--- config.mk ---
export PLATFORM = sky130hd
export DESIGN_NAME = hazard_ctrl_flat
export DESIGN_NICKNAME = d
export VERILOG_FILES = /design/src/rtl/hazard_ctrl_if.sv /design/src/rtl/hazard_ctrl.sv /design/src/flat_wrapper.sv
export SDC_FILE = /design/constraint.sdc
export NUM_CORES = 1
export LEC_CHECK = 0
export ABC_AREA = 1
export BUFFER_PORTS_ARGS = -buffer_cell sky130_fd_sc_hd__buf_2
export CORE_ASPECT_RATIO = 0.6
export CORE_MARGIN = 2
export CORE_UTILIZATION = 44
export DETAILED_ROUTE_END_ITERATION = 10
export PLACE_DENSITY_LB_ADDON = 0.15
export SETUP_SLACK_MARGIN = 0.2
export SLEW_MARGIN = 30
export SYNTH_ARGS = -nofsm -noshare
export SYNTH_HDL_FRONTEND = slang
export SYNTH_SLANG_ARGS = --single-unit
--- constraint.sdc ---
create_clock -name clock -period 1.4 [get_ports clock]
set_input_delay 0.21 -clock clock [delete_from_list [all_inputs] [get_ports clock]]
set_output_delay 0.21 -clock clock [all_outputs]
set_load 0.05 [all_outputs]
--- src/rtl/hazard_ctrl_if.sv ---
// Shared forwarding-select type and the ID-stage hazard bus bundle.
// The hazard controller sits on the slave side. The pipeline, or a bench,
// sits on the master side.
package hazard_pkg;
    typedef enum logic [1:0] {
        FWD_REGFILE = 2'd0,
        FWD_MEM     = 2'd1,
        FWD_WB      = 2'd2
    } forward_type_t;
endpackage

interface hazard_ctrl_if;
    import hazard_pkg::*;

    logic [4:0]    ID_rs;
    logic [4:0]    ID_rt;
    logic          ID_uses_rs;
    logic          ID_uses_rt;
    logic          ID_muldiv;
    logic [4:0]    EX_regnum;
    logic          EX_write_enable;
    logic [4:0]    MEM_regnum;
    logic          MEM_write_enable;
    logic          MEM_mem_read;
    logic [4:0]    WB_regnum;
    logic          WB_write_enable;
    logic          exc_req;
    logic          eret;
    forward_type_t forward_A;
    forward_type_t forward_B;
    logic          stall;
    logic          flush;
    logic          busy;

    modport master (
        output ID_rs, ID_rt, ID_uses_rs, ID_uses_rt, ID_muldiv,
        output EX_regnum, EX_write_enable,
        output MEM_regnum, MEM_write_enable, MEM_mem_read,
        output WB_regnum, WB_write_enable,
        output exc_req, eret,
        input  forward_A, forward_B, stall, flush, busy
    );

    modport slave (
        input  ID_rs, ID_rt, ID_uses_rs, ID_uses_rt, ID_muldiv,
        input  EX_regnum, EX_write_enable,
        input  MEM_regnum, MEM_write_enable, MEM_mem_read,
        input  WB_regnum, WB_write_enable,
        input  exc_req, eret,
        output forward_A, forward_B, stall, flush, busy
    );
endinterface

--- src/rtl/hazard_ctrl.sv ---
// Pipeline sequencer for the 5-stage MIPS core.
// It provides the ID operand forward selects and the stall/flush pair for
// IF/ID and ID/EX.
// It also sequences mul/div EX occupancy and exception/ERET drains.
module hazard_ctrl
    import hazard_pkg::*;
#(
    parameter int MULDIV_CYCLES = 8,
    parameter int DRAIN_CYCLES  = 2
) (
    input  logic          clock,
    input  logic          reset,
    hazard_ctrl_if.slave  bus
);

    localparam int MAX_CYCLES = (MULDIV_CYCLES > DRAIN_CYCLES) ? MULDIV_CYCLES : DRAIN_CYCLES;
    localparam int CNT_W      = $clog2(MAX_CYCLES + 1);

    typedef enum logic [1:0] {
        S_RUN,
        S_MULDIV,
        S_DRAIN
    } state_t;

    state_t           state_q, state_d;
    logic [CNT_W-1:0] cnt_q,   cnt_d;

    logic             redirect;
    logic             rs_ex, rs_ld, rs_mem, rs_wb;
    logic             rt_ex, rt_ld, rt_mem, rt_wb;
    logic             data_stall;
    forward_type_t    fwd_a_c, fwd_b_c;
    forward_type_t    sel_a, sel_b;
    logic             stall_c, flush_c, busy_c;

    // A used, nonzero source register matches a writing producer. $0 never matches.
    function automatic logic reg_hit(input logic       used,
                                     input logic [4:0] src,
                                     input logic       wen,
                                     input logic [4:0] dst);
        return used && (src != 5'd0) && wen && (dst == src);
    endfunction

    // Select a forward source. MEM wins over WB. Loads in MEM cannot forward.
    function automatic forward_type_t fwd_select(input logic mem_hit, input logic wb_hit);
        if (mem_hit)
            return FWD_MEM;
        else if (wb_hit)
            return FWD_WB;
        else
            return FWD_REGFILE;
    endfunction

    // Compare the ID sources against each downstream producer.
    always_comb begin
        rs_ex  = reg_hit(bus.ID_uses_rs, bus.ID_rs, bus.EX_write_enable, bus.EX_regnum);
        rs_ld  = reg_hit(bus.ID_uses_rs, bus.ID_rs, bus.MEM_write_enable & bus.MEM_mem_read, bus.MEM_regnum);
        rs_mem = reg_hit(bus.ID_uses_rs, bus.ID_rs, bus.MEM_write_enable & ~bus.MEM_mem_read, bus.MEM_regnum);
        rs_wb  = reg_hit(bus.ID_uses_rs, bus.ID_rs, bus.WB_write_enable, bus.WB_regnum);
        rt_ex  = reg_hit(bus.ID_uses_rt, bus.ID_rt, bus.EX_write_enable, bus.EX_regnum);
        rt_ld  = reg_hit(bus.ID_uses_rt, bus.ID_rt, bus.MEM_write_enable & bus.MEM_mem_read, bus.MEM_regnum);
        rt_mem = reg_hit(bus.ID_uses_rt, bus.ID_rt, bus.MEM_write_enable & ~bus.MEM_mem_read, bus.MEM_regnum);
        rt_wb  = reg_hit(bus.ID_uses_rt, bus.ID_rt, bus.WB_write_enable, bus.WB_regnum);
        // EX results are not on MEM_data yet, and load data appears only at WB.
        data_stall = rs_ex | rs_ld | rt_ex | rt_ld;
        sel_a      = fwd_select(rs_mem, rs_wb);
        sel_b      = fwd_select(rt_mem, rt_wb);
    end

    // Next state, counter and outputs, in priority order: redirect, drain, mul/div, data hazard, forwarding.
    always_comb begin
        state_d  = state_q;
        cnt_d    = cnt_q;
        fwd_a_c  = FWD_REGFILE;
        fwd_b_c  = FWD_REGFILE;
        stall_c  = 1'b0;
        flush_c  = 1'b0;
        busy_c   = (state_q != S_RUN);
        redirect = bus.exc_req | bus.eret;

        if (redirect) begin
            // The redirect flushes this cycle. It also aborts any mul/div and (re)starts the drain.
            flush_c = 1'b1;
            state_d = S_DRAIN;
            cnt_d   = CNT_W'(DRAIN_CYCLES - 1);
        end else begin
            case (state_q)
                S_RUN: begin
                    if (data_stall) begin
                        stall_c = 1'b1;
                    end else begin
                        fwd_a_c = sel_a;
                        fwd_b_c = sel_b;
                        if (bus.ID_muldiv) begin
                            state_d = S_MULDIV;
                            cnt_d   = CNT_W'(MULDIV_CYCLES - 1);
                        end
                    end
                end
                S_MULDIV: begin
                    // The issue cycle is already one of MULDIV_CYCLES, so leave as the count reaches zero.
                    stall_c = 1'b1;
                    cnt_d   = cnt_q - CNT_W'(1);
                    if (cnt_q <= CNT_W'(1)) begin
                        state_d = S_RUN;
                        cnt_d   = '0;
                    end
                end
                S_DRAIN: begin
                    flush_c = 1'b1;
                    if (cnt_q == '0) begin
                        state_d = S_RUN;
                    end else begin
                        cnt_d = cnt_q - CNT_W'(1);
                    end
                end
                default: begin
                    state_d = S_RUN;
                    cnt_d   = '0;
                end
            endcase
        end
    end

    // State and occupancy counter. Reset returns to RUN at once.
    always_ff @(posedge clock or posedge reset) begin
        if (reset) begin
            state_q <= S_RUN;
            cnt_q   <= '0;
        end else begin
            state_q <= state_d;
            cnt_q   <= cnt_d;
        end
    end

    // Hold every output low while reset is high, with or without a clock edge.
    always_comb begin
        bus.forward_A = reset ? FWD_REGFILE : fwd_a_c;
        bus.forward_B = reset ? FWD_REGFILE : fwd_b_c;
        bus.stall     = stall_c & ~reset;
        bus.flush     = flush_c & ~reset;
        bus.busy      = busy_c  & ~reset;
    end

endmodule

--- src/flat_wrapper.sv ---
// flat-port wrapper written by rule: the top's interface ports become plain ports
module hazard_ctrl_flat import hazard_pkg::*;
#(
    parameter int MULDIV_CYCLES = 8,
    parameter int DRAIN_CYCLES  = 2
)
  (clock, reset, bus_ID_rs, bus_ID_rt, bus_ID_uses_rs, bus_ID_uses_rt, bus_ID_muldiv, bus_EX_regnum, bus_EX_write_enable, bus_MEM_regnum, bus_MEM_write_enable, bus_MEM_mem_read, bus_WB_regnum, bus_WB_write_enable, bus_exc_req, bus_eret, bus_forward_A, bus_forward_B, bus_stall, bus_flush, bus_busy);
  hazard_ctrl_if bus_i ();
  input  logic clock;
  input  logic reset;
  input wire logic [$bits(bus_i.ID_rs)-1:0] bus_ID_rs;
  input wire logic [$bits(bus_i.ID_rt)-1:0] bus_ID_rt;
  input wire logic [$bits(bus_i.ID_uses_rs)-1:0] bus_ID_uses_rs;
  input wire logic [$bits(bus_i.ID_uses_rt)-1:0] bus_ID_uses_rt;
  input wire logic [$bits(bus_i.ID_muldiv)-1:0] bus_ID_muldiv;
  input wire logic [$bits(bus_i.EX_regnum)-1:0] bus_EX_regnum;
  input wire logic [$bits(bus_i.EX_write_enable)-1:0] bus_EX_write_enable;
  input wire logic [$bits(bus_i.MEM_regnum)-1:0] bus_MEM_regnum;
  input wire logic [$bits(bus_i.MEM_write_enable)-1:0] bus_MEM_write_enable;
  input wire logic [$bits(bus_i.MEM_mem_read)-1:0] bus_MEM_mem_read;
  input wire logic [$bits(bus_i.WB_regnum)-1:0] bus_WB_regnum;
  input wire logic [$bits(bus_i.WB_write_enable)-1:0] bus_WB_write_enable;
  input wire logic [$bits(bus_i.exc_req)-1:0] bus_exc_req;
  input wire logic [$bits(bus_i.eret)-1:0] bus_eret;
  output wire logic [$bits(bus_i.forward_A)-1:0] bus_forward_A;
  output wire logic [$bits(bus_i.forward_B)-1:0] bus_forward_B;
  output wire logic [$bits(bus_i.stall)-1:0] bus_stall;
  output wire logic [$bits(bus_i.flush)-1:0] bus_flush;
  output wire logic [$bits(bus_i.busy)-1:0] bus_busy;
  assign bus_i.ID_rs = bus_ID_rs;
  assign bus_i.ID_rt = bus_ID_rt;
  assign bus_i.ID_uses_rs = bus_ID_uses_rs;
  assign bus_i.ID_uses_rt = bus_ID_uses_rt;
  assign bus_i.ID_muldiv = bus_ID_muldiv;
  assign bus_i.EX_regnum = bus_EX_regnum;
  assign bus_i.EX_write_enable = bus_EX_write_enable;
  assign bus_i.MEM_regnum = bus_MEM_regnum;
  assign bus_i.MEM_write_enable = bus_MEM_write_enable;
  assign bus_i.MEM_mem_read = bus_MEM_mem_read;
  assign bus_i.WB_regnum = bus_WB_regnum;
  assign bus_i.WB_write_enable = bus_WB_write_enable;
  assign bus_i.exc_req = bus_exc_req;
  assign bus_i.eret = bus_eret;
  assign bus_forward_A = bus_i.forward_A;
  assign bus_forward_B = bus_i.forward_B;
  assign bus_stall = bus_i.stall;
  assign bus_flush = bus_i.flush;
  assign bus_busy = bus_i.busy;
  hazard_ctrl #(.MULDIV_CYCLES(MULDIV_CYCLES), .DRAIN_CYCLES(DRAIN_CYCLES)) u_core (.clock(clock), .reset(reset), .bus(bus_i));
endmodule
# Word level (Yosys, flattened, before mapping)
# Index checks and enable logic that the tools add are counted.
[word_totals]
inputBits = 36
out_inout_bits = 7
ff_bits = 6
wordCells = 82
[op_classes]
n_addsub = 1
n_bitwise = 11
n_eq_ne = 13
n_reduce_logical = 25
muxes = 29
magnitude_cmp = 1
[ops]
columns = ["cell", "n"]
rows = [
  ["two-way mux 2 bit", 17],
  ["equality test 5 bit", 6],
  ["two-way mux 4 bit", 5],
  ["logical AND 1 bit", 18],
  ["one-hot mux 4 bit (3 select lines)", 1],
  ["nonzero test 5 bit", 2],
  ["inequality test 3 x 2 -> 1 bit (second input constant)", 3],
  ["inequality test 3 x 1 -> 1 bit (second input constant)", 2],
  ["one-hot mux 2 bit (3 select lines)", 1],
  ["bitwise AND 1 bit", 5],
  ["less-or-equal comparator 4 x 1 -> 1 bit (second input constant)", 1],
  ["zero test 4 bit", 1],
  ["two-way mux 1 bit", 4],
  ["OR 1 bit", 4],
  ["AND reduction 4 bit", 1],
  ["subtractor 4 x 1 -> 4 bit (second input constant)", 1],
  ["AND reduction 3 bit", 1],
  ["equality test 2 x 1 -> 1 bit (second input constant)", 1],
  ["equality test 2 bit (second input constant)", 1],
  ["zero test 2 bit", 1],
  ["NOT 1 bit", 2],
  ["one-hot mux 1 bit (2 select lines)", 1],
  ["nonzero test 2 bit", 1],
]

# Logic depth before layout (Yosys ltp)
# Gate-level depths: netlist of run 1.
[logic_depth]
depth_word = 11
mapped_depth = 12
depth_no_buf = 12

# Worst setup path before layout of run 1
# OpenSTA, ideal clock, no wires.
[synth_timing]
path_kind = "register to output"
from = "register u_core.state_q[1]"
to = "output port bus_forward_A[1]"
stages_incl_launch_ff = 8
n_path_buf = 0
t_required_ns = 1.190
path_slack_ns = -0.435
arrival_ns = 1.625
cell_sequence = "dfrtp_1 > nor2_1 > nand2_1 > inv_1 > nand4_1 > nor2_1 > nand2_1 > nor2_1"
[synth_between]
elab_chain_len = 4
[synth_lines]
columns = ["item", "line", "source"]
rows = [
  ["start, declared", "hazard_ctrl.sv:25", "state_t state_q, state_d;"],
  ["start signal, assigned", "hazard_ctrl.sv:131", "state_q <= state_d;"],
  ["zero test 2 bit", "hazard_ctrl.sv:87", "case (state_q)"],
  ["two-way mux 2 bit", "hazard_ctrl.sv:87", ""],
  ["two-way mux 2 bit", "hazard_ctrl.sv:81", "if (redirect) begin"],
  ["two-way mux 2 bit", "hazard_ctrl.sv:138", "bus.forward_A = reset ? FWD_REGFILE : fwd_a_c;"],
  ["end, declared", "flat_wrapper.sv:25", "output wire logic [$bits(bus_i.forward_A)-1:0] bus_forward_A;"],
]
# No other way between the ends.

# Worst setup path after layout of run 1
[layout_timing]
from = "register u_core.state_q[0]"
to = "output port bus_forward_A[1]"
# Same word-level chain as after synthesis.

==> results of run 1 <==
-- cells in the mapped netlist, types with 2 or more instances --
cell type  count
nand2_1       62
inv_1         30
nor2_1        27
nand3_1       15
inv_2          8
o21ai_0        7
dfrtp_1        6
nand4_1        5
nor2_2         5
a21oi_1        4
xnor2_1        4
xor2_1         4
a211oi_1       3
nor3_1         3
o22ai_1        3
ha_1           2
nand2_2        2
nand2_4        2
nor4_1         2
-- final timing paths --
check	start	to	slack [ns]	cells past startpoint
min reg2reg	u_core.cnt_q[3]	u_core.cnt_q[3]	0.56	2
min in group clock	bus_ID_muldiv	u_core.state_q[0]	0.41	5
max in group asynchronous	reset	u_core.cnt_q[0]	1.22	3
max	u_core.state_q[0]	bus_forward_A[1]	-0.66	8
max reg2reg	u_core.state_q[1]	u_core.cnt_q[0]	-0.40	10
min	reset	u_core.state_q[1]	0.04	3
-- registers in the layout, summed over array words and instances (netlist names) --
name,cells
u_core.cnt_q,4
u_core.state_q,2
-- final cells by class --
| cell class | count | share of cell area, % |
|---|---|---|
| Clock buffer | 3 | 1.960 |
| Sequential cell | 6 | 7.126 |
| Timing Repair Buffer | 83 | 34.80 |
| Inverter | 38 | 7.363 |
| Multi-Input combinational cell | 154 | 46.97 |
| Tap cell | 30 | 1.781 |
-- timing repair --
action | 4_1_cts | 5_1_grt
setup buffers | 6 | 6
setup endpoints to repair | 12 | 12
gates resized for setup | 63 | 60
gates cloned | 0 | 0
pin swaps | 21 | 31
hold buffers | 0 | 0
-- cell families (layout without fill, tap and decap cells) --
family | count (synthesis) | after routing | synth area share, %
adders and majority gates | 2 | 2 | 2.378
AOI/OAI and AO/OA | 19 | 19 | 10.70
xor gates and xnor gates | 8 | 8 | 6.658
DFF | 6 | 6 | 14.27
and+or+nand+nor | 125 | 125 | 52.44
buffers and inverters | 38 | 124 | 13.56
-- through the flow --
step	TNS (ns)	instance area, um2	utilization, %	std cells
floorplan	-0.1589	1125	-	198
global placement	-3.376	1590	71.89	299
detailed placement	-3.174	1590	71.89	299
CTS	-1.778	1891	85.46	308
global route	-5.263	2107	95.25	314
finish	-4.862	2107	95.25	314
-- layer usage --
layer | vias up | wire length, um | track usage (%)
met2 | 301 | 2935 | 53.66
met3 | 119 | 1282 | 15.18
met5 | - | 0 | 0
li1 | 799 | - | -
met1 | 941 | 2414 | 45.72
met4 | 0 | 767 | 19.59
-- power by group --
part | switching (mW) | total [mW] | internal (mW) | leakage [nW]
clock | 0.111 | 0.299 | 0.188 | 0.0216
combinational | 0.405 | 0.700 | 0.295 | 1.02
sequential | 0.0135 | 0.201 | 0.187 | 0.0743
-- worst max-delay path, stage by stage, from the launching register on --
cell	delay, ns
dfrtp_1	0.41
nor2_2	0.17
nand2_1	0.13
inv_2	0.10
nand4_1	0.10
nor2_1	0.22
nand2_1	0.14
nor2_4	0.16
buf_8	0.16
==> run summary, run 1 <==
# setup viols final: 12
Critical path arrival: 1.85 ns
Leakage: 1.117 nW
Buffers added on ports: 42
# DRC: 0
Syn avg cell area: 5.314 um2
Hpwl dp: 3048 um
Commonest non-fill, non-tap cells in the layout: nand2_1 (43), buf_4 (38), nand2_2 (21)
Yosys cell types: 23
Via/cell ratio: 6.879
Main synth FF type: dfrtp_1
H-tree depth: 1
Crit path max fanout: 3
Filler cells: 62
Clock sink total: 6
Final min period: 2.062 ns
Hold Slack: 0.03663 ns
Async set or reset register ratio after synthesis: 100.0%
First DRT Iteration DRCs: 376
Pwr per Cell Area: 569.3 mW/mm2
Latest clock arrival within the worst-skew pair: 0.24 ns
Number of flops mapped to enable cells by yosys: 0
Clk root buf: clkbuf_8
Min-Delay Path Class: input pin to async pin
CTS tree: built
Post-route setup slack: -0.6617 ns
Fraction of layout instances using a drive strength above 1: 59.86%
Synth warn: 0
RSZ-0062 raised after global routing: yes
Slew @ Worst Pin: 0.3617 ns
DR vias: 2160
ANT cells: 0
Core ar.: 0.002212 mm2
Cell row count: 13
# IOs: 43
Top cells by area, synth: nand2_1 (22%), dfrtp_1 (14%), inv_1 (11%)
Initial antenna violation count: 0
Initial Util: 47.57%
Synth-to-layout area growth: 100.2%
Clock skew: 0.01258 ns
Fmax: 485.0 MHz
Cell Area, Synth: 0.001052 mm2
Routed WL per cell: 23.57 um
DRT antenna net count: 0
Routed WL: 7400 um
Synth Net Count: 236
Worst vdd rail ir drop: 670.8 uV
All-Layer GR Usage: 36.79%
Register area share after synthesis: 14.27%
CTS Buffer Depth: 2
Reg area: 150.1 um2
DIE AREA: 0.002812 mm2
Final Power: 1.200 mW
Place WS: -0.5114 ns
Largest net degree at the start of global routing: 9
Max Cap Viol: 0
Layout Nets: 324
Num CTS Buffers: 3
Synth top area share: 22.12%
Pre-antenna DRT Iters: 7
Slew headroom: 75.82%
Fin crit share: 147.3%
Vias in the first global route: 1632
Critical path required time: 1.19 ns
Commonest non-fill, non-tap cell in the layout: nand2_1
Type of the worst setup path: flip-flop to output pin
Gp weighted congestion: 1.050
Failing checks: setup timing
Slew Limit Fails: 0
FF+latch count, synth: 6
Total grt overflow: 0
Syn Inst Count: 198
Worst-path clk slew: 0.05 ns
Die X-Extent: 67.14 um
First-pass GRT wire length: 7590 um
Outcome: complete, but fails checks
Post-synth top area cell: nand2_1
Worst setup EP type: output pin
Final Hold Viols: 0
Worst setup SP type: flip-flop
Die span in y: 41.88 um
Multi-input combinational cell area: 989.7 um2
Note: power is estimated with default switching activity, not from simulation.
==> run 2, diff against run 1 <==
--- a/config.mk
+++ b/config.mk
@@ -9,7 +9,7 @@
 export BUFFER_PORTS_ARGS = -buffer_cell sky130_fd_sc_hd__buf_2
 export CORE_ASPECT_RATIO = 0.6
 export CORE_MARGIN = 2
-export CORE_UTILIZATION = 44
+export CORE_UTILIZATION = 48
 export DETAILED_ROUTE_END_ITERATION = 10
 export PLACE_DENSITY_LB_ADDON = 0.15
 export SETUP_SLACK_MARGIN = 0.2
==> constraint.sdc (replaced) <==
create_clock -name clock -period 1.9 [get_ports clock]
set_input_delay 0.285 -clock clock [delete_from_list [all_inputs] [get_ports clock]]
set_output_delay 0.285 -clock clock [all_outputs]
set_load 0.05 [all_outputs]
==> run 2 against run 1 <==
  * The run now ends clean
  * Core utilization shrank 24 points
  * Sequential cell count stayed put
  * Cell count fell by 8.6%
  * Non-clock buffer count is 27 lower
  * Sequential share of layout area increased by 2.8 points
  * Wire length is 55% lower
  * Clock skew shrank 0.0049 ns
  * Combinational power is 59% lower
  * Power decreased by 53%
  * Hold slack gained 0.050 ns
  * Via count down 34%
  * First-iteration DRC count shrank 73%
==> run summary, run 2 (synthesized netlist as in run 1, its figures left out) <==
Outcome: finished, final reports clean
Total grt overflow: 0 (unchanged)
Initial Util: 49.76% (+2.2 points)
Crit-path cells: nor4_2 -> nand4_1 -> nor2_2 -> buf_6
Sw Ratio: 41.56% (-2.6 points)
Post-route insts no fill: 287 (-8.6%)
All-Layer GR Usage: 26.00% (-11 points)
Vias in the first global route: 1166 (-29%)
CTS tree: built
RSZ-0062 raised after global routing: yes
Latest clock arrival within the worst-skew pair: 0.25 ns (about the same)
Cell row count: 13 (unchanged)
Via/cell ratio: 4.965 (-28%)
Post-route setup slack: 0.04521 ns (+0.7069 ns)
Fin crit share: 97.62%
Slowest stage cell, crit path: dfrtp_1
Flop pwr share: 26.6% (+9.8 points)
Clock skew: 0.007708 ns (-0.004875 ns)
# IOs: 43 (unchanged)
CP top delay family: simple AND/OR/NAND/NOR gates
Crit path max fanout: 4 (+1)
CTS Buffer Depth: 2 (unchanged)
Worst-path clk slew: 0.05 ns (about the same)
DRT antenna net count: 0 (unchanged)
Hpwl dp: 2630 um (-14%)
Internal cell power: 329.9 uW (-51%)
Area post-placement: 0.001365 mm2 (-14%)
Worst vdd rail ir drop: 276.1 uV (-59%)
Worst setup EP type: output pin
DIE AREA: 0.002595 mm2 (-7.7%)
Fmax: 539.1 MHz
Reg with most FFs: u_core.cnt_q
Max Cap Viol: 0 (unchanged)
WP buf/inv: 1 (-1)
P_sw: 234.6 uW (-56%)
Die span in y: 40.27 um (-3.9%)
Biggest registers after layout: u_core.cnt_q (4), u_core.state_q (2)
Final Hold Viols: 0 (unchanged)
Die X-Extent: 64.45 um (-4.0%)
Commonest non-fill, non-tap cells in the layout: nand2_1 (61), buf_2 (34), inv_1 (29)
Fraction of layout instances using a drive strength above 1: 35.02% (-25 points)
Critical path arrival: 1.57 ns (-0.28 ns)
First-pass GRT wire length: 5050 um (-33%)
DR vias: 1425 (-34%)
Synth-to-layout area growth: 43.52%
Clock sink total: 6 (unchanged)
First DRT Iteration DRCs: 103 (-73%)
Pre-antenna DRT Iters: 4 (-3)
TNS Setup: 0 ns (+4.862 ns)
Max incr delay on CP: 0.44 ns (+0.03 ns)
Clock share of power: 22.2% (-2.7 points)
Largest net degree at the start of global routing: 9 (unchanged)
ANT cells: 0 (unchanged)
Slew @ Worst Pin: 0.2831 ns (-0.07863 ns)
Type of the worst setup path: flip-flop to output pin
Slew Limit Fails: 0 (unchanged)
Layout Nets: 297 (-8.3%)
Fin area: 0.001510 mm2 (-28%)
Worst setup SP type: flip-flop
Commonest non-fill, non-tap cell in the layout: nand2_1
Largest register FFs: 4 (unchanged)
Critical path required time: 1.62 ns (+0.43 ns)
Final min period: 1.855 ns
H-tree depth: 1 (unchanged)
Placed insts: 278 (-7.0%)
# setup viols final: 0 (-12)
Gp weighted congestion: 0.8704 (-17%)
Clk root buf: clkbuf_4
Slew headroom: 80.99% (+5.2 points)
Num CTS Buffers: 3 (unchanged)
Pwr per Cell Area: 373.8 mW/mm2 (-34%)
# DRC: 0 (unchanged)
Leakage: 0.9049 nW (-19%)
Core ar.: 0.002115 mm2 (-4.4%)
Buffers added on ports: 42 (unchanged)
Min-Delay Path Class: input pin to async pin
Routed WL: 3298 um (-55%)
Hold_buf cts: 0 (unchanged)
Logic pwr share: 51.3% (-7.0 points)
Initial antenna violation count: 0 (unchanged)
Routed WL per cell: 11.49 um (-51%)
Place WS: 0.02012 ns (+0.5315 ns)
[run 2: cell types whose count changed in the layout (fill, tap and decap cells not counted), moves of 5 or more]
cell | previous run | this run
buf_8 | 8 | 0
inv_4 | 5 | 0
nor2_4 | 7 | 1
nand2_1 | 43 | 61
buf_6 | 18 | 5
nand3_1 | 10 | 15
buf_4 | 38 | 17
inv_2 | 18 | 9
nor2_1 | 11 | 20
inv_1 | 15 | 29
o21ai_0 | 1 | 6
buf_2 | 17 | 34
nand2_2 | 21 | 3
[run 2: final cells by class]
cell class              instances  area, um2
clock buffers                   3      22.52
fillers                       207      604.3
inverters                      38      142.6
multi-input cells             154      803.3
flip-flops and latches          6      150.1
well taps                      30      37.54
repair buffers                 56      354.1
[run 2: worst paths after layout]
check / startpoint / endpoint / slack (ns) / cells after the start
max in group asynchronous: reset / u_core.cnt_q[0] / 1.69 / 3
worst min register to register: u_core.cnt_q[3] / u_core.cnt_q[3] / 0.51 / 2
worst min-delay path: reset / u_core.state_q[1] / 0.09 / 3
worst max register to register: u_core.cnt_q[0] / u_core.cnt_q[3] / 0.37 / 7
worst max-delay path: u_core.state_q[1] / bus_forward_A[0] / 0.05 / 4
min in group clock: bus_exc_req / u_core.cnt_q[3] / 0.37 / 4
[run 2: routing by layer]
metal	wire length, um	track usage [%]	vias up
met1	1719	39.01	609
met4	8	2.660	0
li1	-	-	749
met5	0	0	-
met3	279	4.494	2
met2	1290	40.10	65
[run 2: worst register-to-register path, stage by stage, from the launching register on]
cell     delay (ns)
dfrtp_1        0.39
inv_1          0.06
ha_1           0.23
o21ai_1        0.22
a21oi_2        0.12
nor4_1         0.26
nand3_1        0.12
nand2_1        0.08
[run 2: power groups by stage]
stage	Combinational [mW]	Sequential (mW)	Clock, mW
after floorplan	0.157	0.148	0
after global placement	0.261	0.151	0
after detailed placement	0.260	0.151	0
after CTS	0.265	0.149	0.130
after global routing	0.323	0.151	0.140
final	0.289	0.150	0.125
[run 2: repair_timing]
item | 4_1_cts | 5_1_grt
gates resized for setup | 12 | 16
setup endpoints to repair | 5 | 9
cloned | 0 | 0
pin swaps | 3 | 9
buffers inserted | 2 | 4
[run 2: stage by stage]
step                      utilization [%]  power [mW]  hold slack (ns)
after floorplan                         -      0.3056          0.08409
after global placement              64.56      0.4121           0.3211
after detailed placement            64.56      0.4110           0.3123
after CTS                           67.93      0.5441          0.03735
after global routing                71.42      0.6141          0.08890
final                               71.42      0.5645          0.08654
